## src/rtl/cpu_controller.sv

```systemverilog
// VeriRISC eight-phase control sequencer.
// Decodes IR opcode and ALU zero flag into PC, IR, ACC and memory strobes.
module cpu_controller #(
    parameter bit HALT_FREEZE = 1'b1
) (
    input  logic       clk,
    input  logic       rst,
    input  logic [2:0] opcode,
    input  logic       zero,
    output logic       sel,
    output logic       rd,
    output logic       ld_ir,
    output logic       inc_pc,
    output logic       ld_pc,
    output logic       halt,
    output logic       data_e,
    output logic       ld_ac,
    output logic       wr,
    output logic [2:0] phase
);

    typedef enum logic [2:0] {
        INST_ADDR  = 3'd0,
        INST_FETCH = 3'd1,
        INST_LOAD  = 3'd2,
        IDLE       = 3'd3,
        OP_ADDR    = 3'd4,
        OP_FETCH   = 3'd5,
        ALU_OP     = 3'd6,
        STORE      = 3'd7
    } phase_t;

    localparam logic [2:0] HLT = 3'd0;
    localparam logic [2:0] SKZ = 3'd1;
    localparam logic [2:0] ADD = 3'd2;
    localparam logic [2:0] AND = 3'd3;
    localparam logic [2:0] XOR = 3'd4;
    localparam logic [2:0] LDA = 3'd5;
    localparam logic [2:0] STO = 3'd6;
    localparam logic [2:0] JMP = 3'd7;

    phase_t state;
    phase_t state_nxt;
    logic   halted;
    logic   halted_nxt;
    logic   is_hlt;
    logic   aluop;
    logic   freeze;

    always_ff @(posedge clk) begin
        if (rst) begin
            state  <= INST_ADDR;
            halted <= 1'b0;
        end else begin
            state  <= state_nxt;
            halted <= halted_nxt;
        end
    end

    always_comb begin
        is_hlt = (opcode == HLT);
        aluop  = (opcode == ADD) || (opcode == AND) ||
                 (opcode == XOR) || (opcode == LDA);
        // Entering or sitting in a halt parks the sequencer on OP_ADDR
        freeze = HALT_FREEZE &&
                 (halted || ((state == OP_ADDR) && is_hlt));
        halted_nxt = freeze;
        state_nxt  = freeze ? OP_ADDR : phase_t'(state + 3'd1);
    end

    always_comb begin
        sel    = 1'b0;
        rd     = 1'b0;
        ld_ir  = 1'b0;
        inc_pc = 1'b0;
        ld_pc  = 1'b0;
        halt   = 1'b0;
        data_e = 1'b0;
        ld_ac  = 1'b0;
        wr     = 1'b0;
        unique case (state)
            INST_ADDR: begin
                sel = 1'b1;
            end
            INST_FETCH: begin
                sel = 1'b1;
                rd  = 1'b1;
            end
            INST_LOAD, IDLE: begin
                sel   = 1'b1;
                rd    = 1'b1;
                ld_ir = 1'b1;
            end
            OP_ADDR: begin
                halt   = is_hlt || halted;
                inc_pc = !(is_hlt || halted);
            end
            OP_FETCH: begin
                rd = aluop;
            end
            ALU_OP: begin
                rd     = aluop;
                inc_pc = (opcode == SKZ) && zero;
                ld_pc  = (opcode == JMP);
                data_e = (opcode == STO);
            end
            STORE: begin
                rd     = aluop;
                ld_ac  = aluop;
                ld_pc  = (opcode == JMP);
                wr     = (opcode == STO);
                data_e = (opcode == STO);
            end
        endcase
    end

    assign phase = state;

endmodule

```

## config.mk

```make
export PLATFORM = sky130hd
export DESIGN_NAME = cpu_controller
export DESIGN_NICKNAME = d
export VERILOG_FILES = /design/src/rtl/cpu_controller.sv
export SDC_FILE = /design/constraint.sdc
export NUM_CORES = 1
export LEC_CHECK = 0
export ABC_CLOCK_PERIOD_IN_PS = 2000
export CORE_AREA = 4 4 41 43
export DETAILED_ROUTE_END_ITERATION = 16
export DIE_AREA = 0 0 45 47
export PLACE_DENSITY = 0.58
export REMOVE_ABC_BUFFERS = 1
export SYNTH_ARGS = -nofsm -noshare
export SYNTH_HDL_FRONTEND = slang
export SYNTH_SLANG_ARGS = --single-unit
```

## constraint.sdc

```tcl
create_clock -name clk -period 2 [get_ports clk]
set_input_delay 0.3 -clock clk [delete_from_list [all_inputs] [get_ports clk]]
set_output_delay 0.3 -clock clk [all_outputs]
set_load 0.03 [all_outputs]
```

After elaboration in Yosys (flattened, before gate mapping)
Cells that the tools add are included.
{"block": "classes", "addsub": 1, "mul": 0, "div_mod_pow": 0, "magnitude_cmp": 0, "eq_ne": 14, "shifts": 0, "mux": 10, "bitwise_logic": 0, "n_reduce_logical": 16}
{"cell": "$eq 3x3->1 const B", "n": 8}
{"cell": "$eq 3x2->1 const B", "n": 4}
{"cell": "$mux 1", "n": 7}
{"cell": "$eq 3x1->1 const B", "n": 2}
{"cell": "$logic_not 3->1", "n": 2}
{"cell": "$reduce_or 2->1", "n": 3}
{"cell": "$reduce_or 3->1", "n": 2}
{"cell": "$logic_or 1x1->1", "n": 5}
{"cell": "$pmux 1 s2", "n": 2}
{"cell": "$reduce_or 4->1", "n": 1}
{"cell": "$add 3x1->3 const B", "n": 1}
{"cell": "$mux 3", "n": 1}
{"cell": "$logic_and 1x1->1", "n": 2}
{"cell": "$logic_not 1->1", "n": 1}
{"block": "word_totals", "register_bits": 4, "latch_bits": 0, "mem_bits_rw": 0, "romBits": 0, "word_cells": 44, "n_memories": 0}

Logic depth before layout (Yosys ltp)
Gate-level depths: netlist (run 1).
{"block": "depth", "depth_word": 5, "depth_mapped": 5, "mapped_depth_nobuf": 5}

Worst setup path after synthesis (run 1)
Ideal clock, no wire load.
{"block": "synth_path", "path_kind": "register to output", "startpoint": "reg state[0], in the netlist phase[0]", "endpoint": "out rd", "arrival_time_ns": 1.848, "required_time_ns": 1.700, "setup_slack_ns": -0.148, "path_stages_with_launch": 6, "path_buffers": 0, "cell_sequence": "dfxtp_1 -> ha_1 -> ha_1 -> a21oi_1 -> nor2b_1 -> o21ai_0"}
{"block": "synth_via", "elab_chain_len": 3}
{"element": "from (decl)", "line_no": "42", "text": "phase_t state;"}
{"element": "from (signal assigned)", "line_no": "55", "text": "state <= state_nxt;"}
{"element": "$eq 3x3->1, or another cell as far along", "line_no": "81", "text": "unique case (state)"}
{"element": "$reduce_or 3->1 (no line)"}
{"element": "$pmux 1 s2 (*)", "line_no": "81"}
{"element": "to (decl)", "line_no": "11", "text": "output logic rd,"}
Every way passes the cells marked *; elsewhere a longest branch is shown, timed or not.

Final worst setup path (run 1)
Ends and elaborated chain as after synthesis.

==> results.md, run 1 <==
- The largest net degree at the start of global routing is 9.
- The largest area contributor in the synthesized netlist is dfxtp_1.
- TritonCTS built the clock tree.
- The number of rows in the core area is 13.
- The clock slew seen by the registers of the worst setup and hold paths is 0.04 ns.
- For this configuration, the core starts out at a cell density of 0.2577.
- For the finished layout, the period the worst path requires is 1.868 ns.
- The initial antenna violation count is 0.
- Broken down by cell family, the worst path's largest delay share belongs to adder cells.
- STA classifies the critical path endpoint as a primary output.
- The DRC violation count after routing is 0.
- Setup repair after global routing left no endpoint under its margin.
- Traced cell by cell, the critical path runs through ha_1 -> ha_1 -> a21oi_2 -> nor2b_1 -> o21ai_0 -> buf_4.
- The synthesized area per cell is 8.824 um2.
- IR analysis of the VDD net gives a maximum drop of 0.2957 mV.
- The slowest library cell on the worst path is dfxtp_1.
- The signed area change from the synthesized netlist to the final layout is 64.93%.
- The HPWL after detailed placement is roughly 670 um.
- The proportion of netlist area held by the largest area contributor is 0.2388.
- The final clock period utilization by the worst path is 0.9339.
- The clock drives 4 sinks.
- The instance area after placement is between 500 and 600 um2.
- From bottom edge to top edge, the die measures 47 um.
- The final net count is 75.
- The post-route antenna net violation count is 0.
- The total of max-cap violations is 0.
- The hold buffer count at CTS is 0.
- The critical path required time is 1.70 ns.
- The stage delay of the slowest cell on the critical path is 0.33 ns.
- The wire length of the first global-routing pass is 1352 um.
- The worst hold slack is 0.5498 ns.
- The boundary pin count is 18.
- The detailed router finished its first iteration with 3 violations.
- Clock tree synthesis inserted a total of 3 buffers.
- The final setup violation count is 0.
- Summed over all layers, the routed wires come to 833 um.
- The dominant cell type by count on the critical path is ha_1.
- For this design the ratio of total power to cell area is 594.4 nW/um2.
- The routed wirelength normalized by instance count is 10.96 um.
- The instance count of the mapped netlist is 38.
- In the final timing run, aggregate negative setup slack is 0 ns.
- The completed layout was analyzed and its total power is 0.0003287 W.
- The achievable clock frequency is between 0.5 and 0.6 GHz.
- Summing every instance area after synthesis gives 335.3 um2.
- For this run the aggregate overflow at the end of global routing stands at 0.
- 0 antenna diodes ended up in the layout.
- The number of vias per cell after detailed routing is 4.592.
- The data arrival time at the worst-slack endpoint is about 1.6 ns.
- The die covers 2115 um2.
- The overall die width is around 45 um.
- The worst slew margin relative to its limit is 0.7943.
- The final-report hold violation count is 0.
- The final cell utilization of the core is 0.4250.
- The port buffer count is 17.
- The number of global-route vias before repair was 353.
- For this run, the total global-route usage over all layers was measured as 0.08919.
- The longest clock path from root to sink contains 2 buffers.
- The total count of max-transition violations in the final report is 0.
- The synthesized design contains 4 register bits.
- The finished cells cover between 500 and 600 um2.
- The type of element launching the critical path is a flip-flop.
- Synthesis instantiated 18 different standard cells from the library.
- The count of yosys warnings during synthesis is 0.
- The worst hold path belongs to the class reg -> reg.
- The clock latency on the worst-skew pair is 0.23 ns.
- The run finished with clean final reports.
- By area the synthesized netlist is led by dfxtp_1 24%, ha_1 22%, nor3b_1 6.7%.
- The fraction of layout instances using a drive strength above 1 is 0.3115.
- Routability-driven placement finished with a final weighted congestion of around 0.71.
- The cell leakage power is 0.2758 nW.
- The tree is rooted in a clkbuf_4.
- At the pin with the least slew margin, the transition time is slightly above 0.3 ns.
- Of the synthesized area, sequential elements account for 0.2388.
- In this run the worst path has a maximum fanout of 4.
- The final setup skew is around 0.0035 ns.
- The area inside the core boundary is 1301 um2.
- The CTS H-tree depth is 1.
- The number of buffer and inverter instances along the worst setup path is 1.
- The category of the most critical setup path is reg -> out.
- The length of the first detailed-routing pass in iterations is 2.
- Summing over every cut layer, the via total after detailed routing is between 300 and 400.
area by class of cell:
cell class              instances  area, um2
multi-input cells              30      247.7
inverters                       4      15.01
clock buffers                   3      22.52
repair buffers                 20      168.9
fillers                       136      748.2
well taps                      15      18.77
flip-flops and latches          4      80.08
cells in the final DEF, fill, tap and decap left out:
master,instances
buf_4,10
clkdlybuf4s50_1,8
ha_1,6
inv_1,4
dfxtp_1,4
nor3b_1,3
clkbuf_4,3
a21oi_1,2
a21oi_2,2
o21ai_0,2
nor2_1,2
nor3_1,2
o211a_1,2
xor2_1,1
nor2b_1,1
nand2_1,1
and2_1,1
nor3_2,1
nand4_1,1
a31oi_2,1
nor3b_2,1
and3b_1,1
dlygate4sd2_1,1
clkbuf_2,1
where the power goes:
part	switching (W)	total (W)	leakage, nW	internal (W)
registers	0.00000542	0.0000920	0.0329	0.0000866
clock network	0.0000296	0.0000965	0.0138	0.0000669
logic	0.0000830	0.000140	0.229	0.0000573
cell families (layout without fill, tap and decap cells):
family | Yosys count | count (layout) | share of synthesized area
flip-flops | 4 | 4 | 0.2388
buffers and inverters | 4 | 27 | 0.04476
XOR/XNOR | 1 | 1 | 0.02612
adder cells (fa/ha/maj) | 6 | 6 | 0.2239
AO/OA/AOI/OAI | 9 | 9 | 0.1866
AND/OR/NAND/NOR | 14 | 14 | 0.2799
stage by stage:
stage	std cells	setup slack, ns
CTS	76	0.05002
floorplan	38	-0.1477
finish	76	0.1322
global route	76	0.05270
detailed placement	73	0.06300
global placement	73	0.1042
what timing repair did:
| item | in CTS | in global routing |
|---|---|---|
| setup buffers | 0 | 0 |
| endpoints found under the setup margin | 2 | 3 |
| resized for setup | 2 | 5 |
| pin swaps | 0 | 0 |
| hold endpoints to repair | 0 | 0 |
synthesized netlist by cell type:
library cell and instances:
nor3b_1 3, a21oi_1 4, xor2_1 1, and3b_1 1, a31oi_2 1, nand4_1 1, nor2_1 2, nor2b_1 1
ha_1 6, dfxtp_1 4, nor3_2 1, nor3_1 2, nor3b_2 1, inv_1 4, and2_1 1, o21ai_0 2
o211a_1 2, nand2_1 1
worst reg2reg max path, delay by kind of cell (launching register included):
kind                       cells  cell delay, ns
AOI/OAI and AO/OA              1            0.25
adders and majority gates      1            0.25
and+or+nand+nor                1            0.19
DFF                            1            0.37
buffers and inverters          1            0.09
registers in the layout (all words and copies together), names as in the netlist:
signal,cells
halted,1
phase,3
routing by layer:
| metal | track usage | wire length (um) | share of wire |
|---|---|---|---|
| met1 | 0.1020 | 363 | 0.44 |
| met3 | 0.02299 | 69 | 0.083 |
| met2 | 0.1328 | 400 | 0.48 |
| met5 | 0 | 0 | 0 |
| met4 | 0.08772 | 0 | 0 |
final timing paths:
path | startpoint | to | slack (ns) | cells after the start
max | phase[0] | rd | 0.13 | 6
min | halted | halted | 0.55 | 2
max reg2reg | phase[0] | phase[0] | 0.78 | 4
min reg2reg | halted | halted | 0.55 | 2
Note: power is estimated with default switching activity, not from simulation.
==> run 2: changes to the inputs <==
--- a/config.mk
+++ b/config.mk
@@ -7,4 +7,5 @@
 export LEC_CHECK = 0
 export ABC_CLOCK_PERIOD_IN_PS = 2000
+export CAP_MARGIN = 25
 export CORE_AREA = 4 4 41 43
 export DETAILED_ROUTE_END_ITERATION = 16
==> constraint.sdc (replaced) <==
create_clock -name clk -period 2 [get_ports clk]
set_input_delay 0.2 -clock clk [delete_from_list [all_inputs] [get_ports clk]]
set_output_delay 0.2 -clock clk [all_outputs]
set_load 0.03 [all_outputs]
==> results.md, run 2 (synthesis results as in run 1) <==
- The flow ran to the end, and the final reports show no timing, DRC or antenna violations.
- The post-route antenna net violation count is 0 (unchanged).
- The final standard cell count with taps included and fillers excluded came to 77 (+1.3%).
- The number of buffer and inverter instances along the worst setup path is 1 (unchanged).
- The worst slew margin relative to its limit is 0.7884 (-0.005877).
- The number of antenna cells inserted is 0 (unchanged).
- The initial DRC count was 2 (-1).
- The worst slack after detailed placement is 0.07191 ns (+0.008905 ns).
- The number of buffers added by the clock tree synthesis step is 3 (unchanged).
- The clock slew seen by the registers of the worst setup and hold paths came to 0.04 ns (about the same).
- The peak ir drop on the vdd network came to 0.2975 mV (+0.60%).
- The multi-input gate area in the final layout is 244.0 um2 (-1.5%).
- Among cell families on the critical path, the largest total delay comes from buffers and inverters.
- From synthesis to final layout, the design area changed by 69.78%.
- The total count of max-transition violations in the final report is 0 (unchanged).
- The final cell utilization of the core is 0.4375 (+0.01250).
- The routed wirelength normalized by instance count came to 9.753 um (-11%).
- The wire length reported by the detailed router was 751 um (-9.8%).
- The shortest period the worst path allows is 1.844 ns (-0.02412 ns).
- The initial cell density of the core is 0.2577 (unchanged).
- The final setup skew is 0.003969 ns (+0.0004800 ns).
- The stage delay of the slowest cell on the critical path is 0.42 ns (+0.09 ns).
- The final net count is 76 (+1.3%).
- The type of element launching the critical path is a flip-flop.
- The number of global-route vias before repair is 317 (-10%).
- Setup repair after global routing left no endpoint under its margin.
- The total number of vias is 336 (-3.7%).
- TritonCTS built the clock tree.
- The final setup violation count is 0 (unchanged).
- The length of the first detailed-routing pass in iterations came to 4 (+2).
- The most frequent standard cell in the layout excluding fill and tap cells is clkdlybuf4s50_1.
- The sink count of the clock tree came to 4 (unchanged).
- The final-report hold violation count is 0 (unchanged).
- For this design, the slowest cell found on the critical path is dlygate4sd2_1.
- The critical path required time was 1.80 ns (+0.10 ns).
- The number of vias per cell after detailed routing is 4.364 (-5.0%).
- The power density over the cells is 578.1 nW/um2 (-2.7%).
- The overall die width was 45 um (unchanged).
- The CTS H-tree depth was 1 (unchanged).
- The min-delay analysis places its worst path in the category reg -> reg.
- The path depth of the worst reg2reg path is 4 (unchanged).
- The largest net degree at the start of global routing is 6 (-3).
- In this run the critical register-to-register path is launched from phase[0].
- The top fanout value on the critical path is 4 (unchanged).
- The number of filler instances in the final layout is 151 (+11%).
- The hold buffer count at CTS is 0 (unchanged).
- The total die area is 2115 um2 (unchanged).
- The DRC violation count after routing is 0 (unchanged).
- The area inside the core boundary came to 1301 um2 (unchanged).
- The worst reg-to-reg setup slack came to 0.79 ns (about the same).
- The tree is rooted in a clkbuf_4.
- The die outline height is 47 um (unchanged).
- The boundary pin count is 18 (unchanged).
- The number of flip-flops in the largest register was 3 (unchanged).
- The critical path goes through ha_1 -> ha_1 -> a21oi_1 -> nor3b_1 -> dlygate4sd2_1.
- The port buffer count is 17 (unchanged).
- The wire length of the first global-routing pass was 1248 um (-7.7%).
- The maximum buffer depth of the clock tree is 2 (unchanged).
- The launch point of the worst path is phase[0].
- The cell leakage power is 0.3047 nW (+10%).
- The achievable clock frequency is 0.5424 GHz (+1.3%).
- Among the stages of the critical path, the cell type that occurs most often is ha_1.
- The number of gates on the worst path with buffers counted came to 5 (-1).
- The fraction of layout instances using a drive strength above 1 is 0.2258 (-0.08567).
- The final weighted congestion of routability-driven global placement is 0.6767 (-5.1%).
- The data arrival time at the worst-slack endpoint is 1.64 ns (+0.07 ns).
- The setup path with the least slack is of type reg -> out.
- The placed wire-length estimate was 624.6 um (-6.3%).
- The total power is 0.0003291 W (+0.13%).
- STA classifies the critical path endpoint as a primary output.
- The number of rows in the core area is 13 (unchanged).
- The worst hold path begins at halted.
- The transition time at the pin with the least slew margin came to 0.3163 ns (+0.008788 ns).
- The clock latency on the worst-skew pair is 0.23 ns (about the same).
- The aggregate global routing overflow is 0 (unchanged).
- The area of all sequential standard cells was 80.08 um2 (unchanged).
- The hold path depth was 2 (unchanged).
- The initial antenna violation count came to 0 (unchanged).
- The top cell types in the final layout, fill and taps aside, are 8 x clkdlybuf4s50_1, 7 x buf_4, 6 x ha_1.
- The total placed cells including tap cells is 74 (+1.4%).
- The final worst slack is 0.1563 ns (+0.02412 ns).
- The global-route usage over all layers is 0.08202 (-0.007168).
- The total of max-cap violations was 0 (unchanged).
- The final clock period utilization by the worst path is 0.9219 (-0.01206).
## run 2: cell count changes in the layout (fill, tap and decap cells not counted), sizes merged
cell | previous run | this run
dlygate4sd2 | 1 | 5
buf | 10 | 7
dlymetal6s2s | 0 | 1
clkbuf | 4 | 3
## run 2: cell type report
type                            count  share of cell area
Multi-Input combinational cell     30              0.4286
Sequential cell                     4              0.1407
Clock buffer                        3             0.03956
Inverter                            4             0.02637
Tap cell                           15             0.03297
Timing Repair Buffer               21              0.3319
## run 2: worst paths after layout
check,to
setup reg to reg,phase[0]
setup / recovery,ld_pc
hold reg to reg,halted
hold / removal,halted
## run 2: layer usage
layer | up-vias | share of wire | GRT usage
met1 | 139 | 0.46 | 0.1109
met4 | 0 | 0 | 0.07018
met3 | 0 | 0.11 | 0.01533
met5 | - | 0 | 0
met2 | 13 | 0.43 | 0.1102
li1 | 184 | - | -
## run 2: timing repair
item,CTS,global route
gates cloned,0,0
setup buffers,0,0
resized for setup,5,2
endpoints found under the setup margin,5,2
## run 2: per-stage QoR
step / area [um2] / hold WS, ns / TNS, ns
2_1_floorplan: 335.3 / 0.2691 / -0.04773
3_3_place_gp: 546.8 / 0.5334 / 0
3_5_place_dp: 546.8 / 0.5300 / 0
4_1_cts: 563.0 / 0.5461 / 0
5_1_grt: 569.3 / 0.5768 / 0
6_report: 569.3 / 0.5406 / 0
## run 2: worst min-delay path, cell delays in order, from the launching register on
cell and delay (ns):
dfxtp_1 0.36, a31oi_2 0.07, nor2_1 0.08
## run 2: power breakdown
group | internal, W | switching (W)
clock network | 0.0000669 | 0.0000297
registers | 0.0000866 | 0.00000653
logic | 0.0000594 | 0.0000800
total | 0.000213 | 0.000116
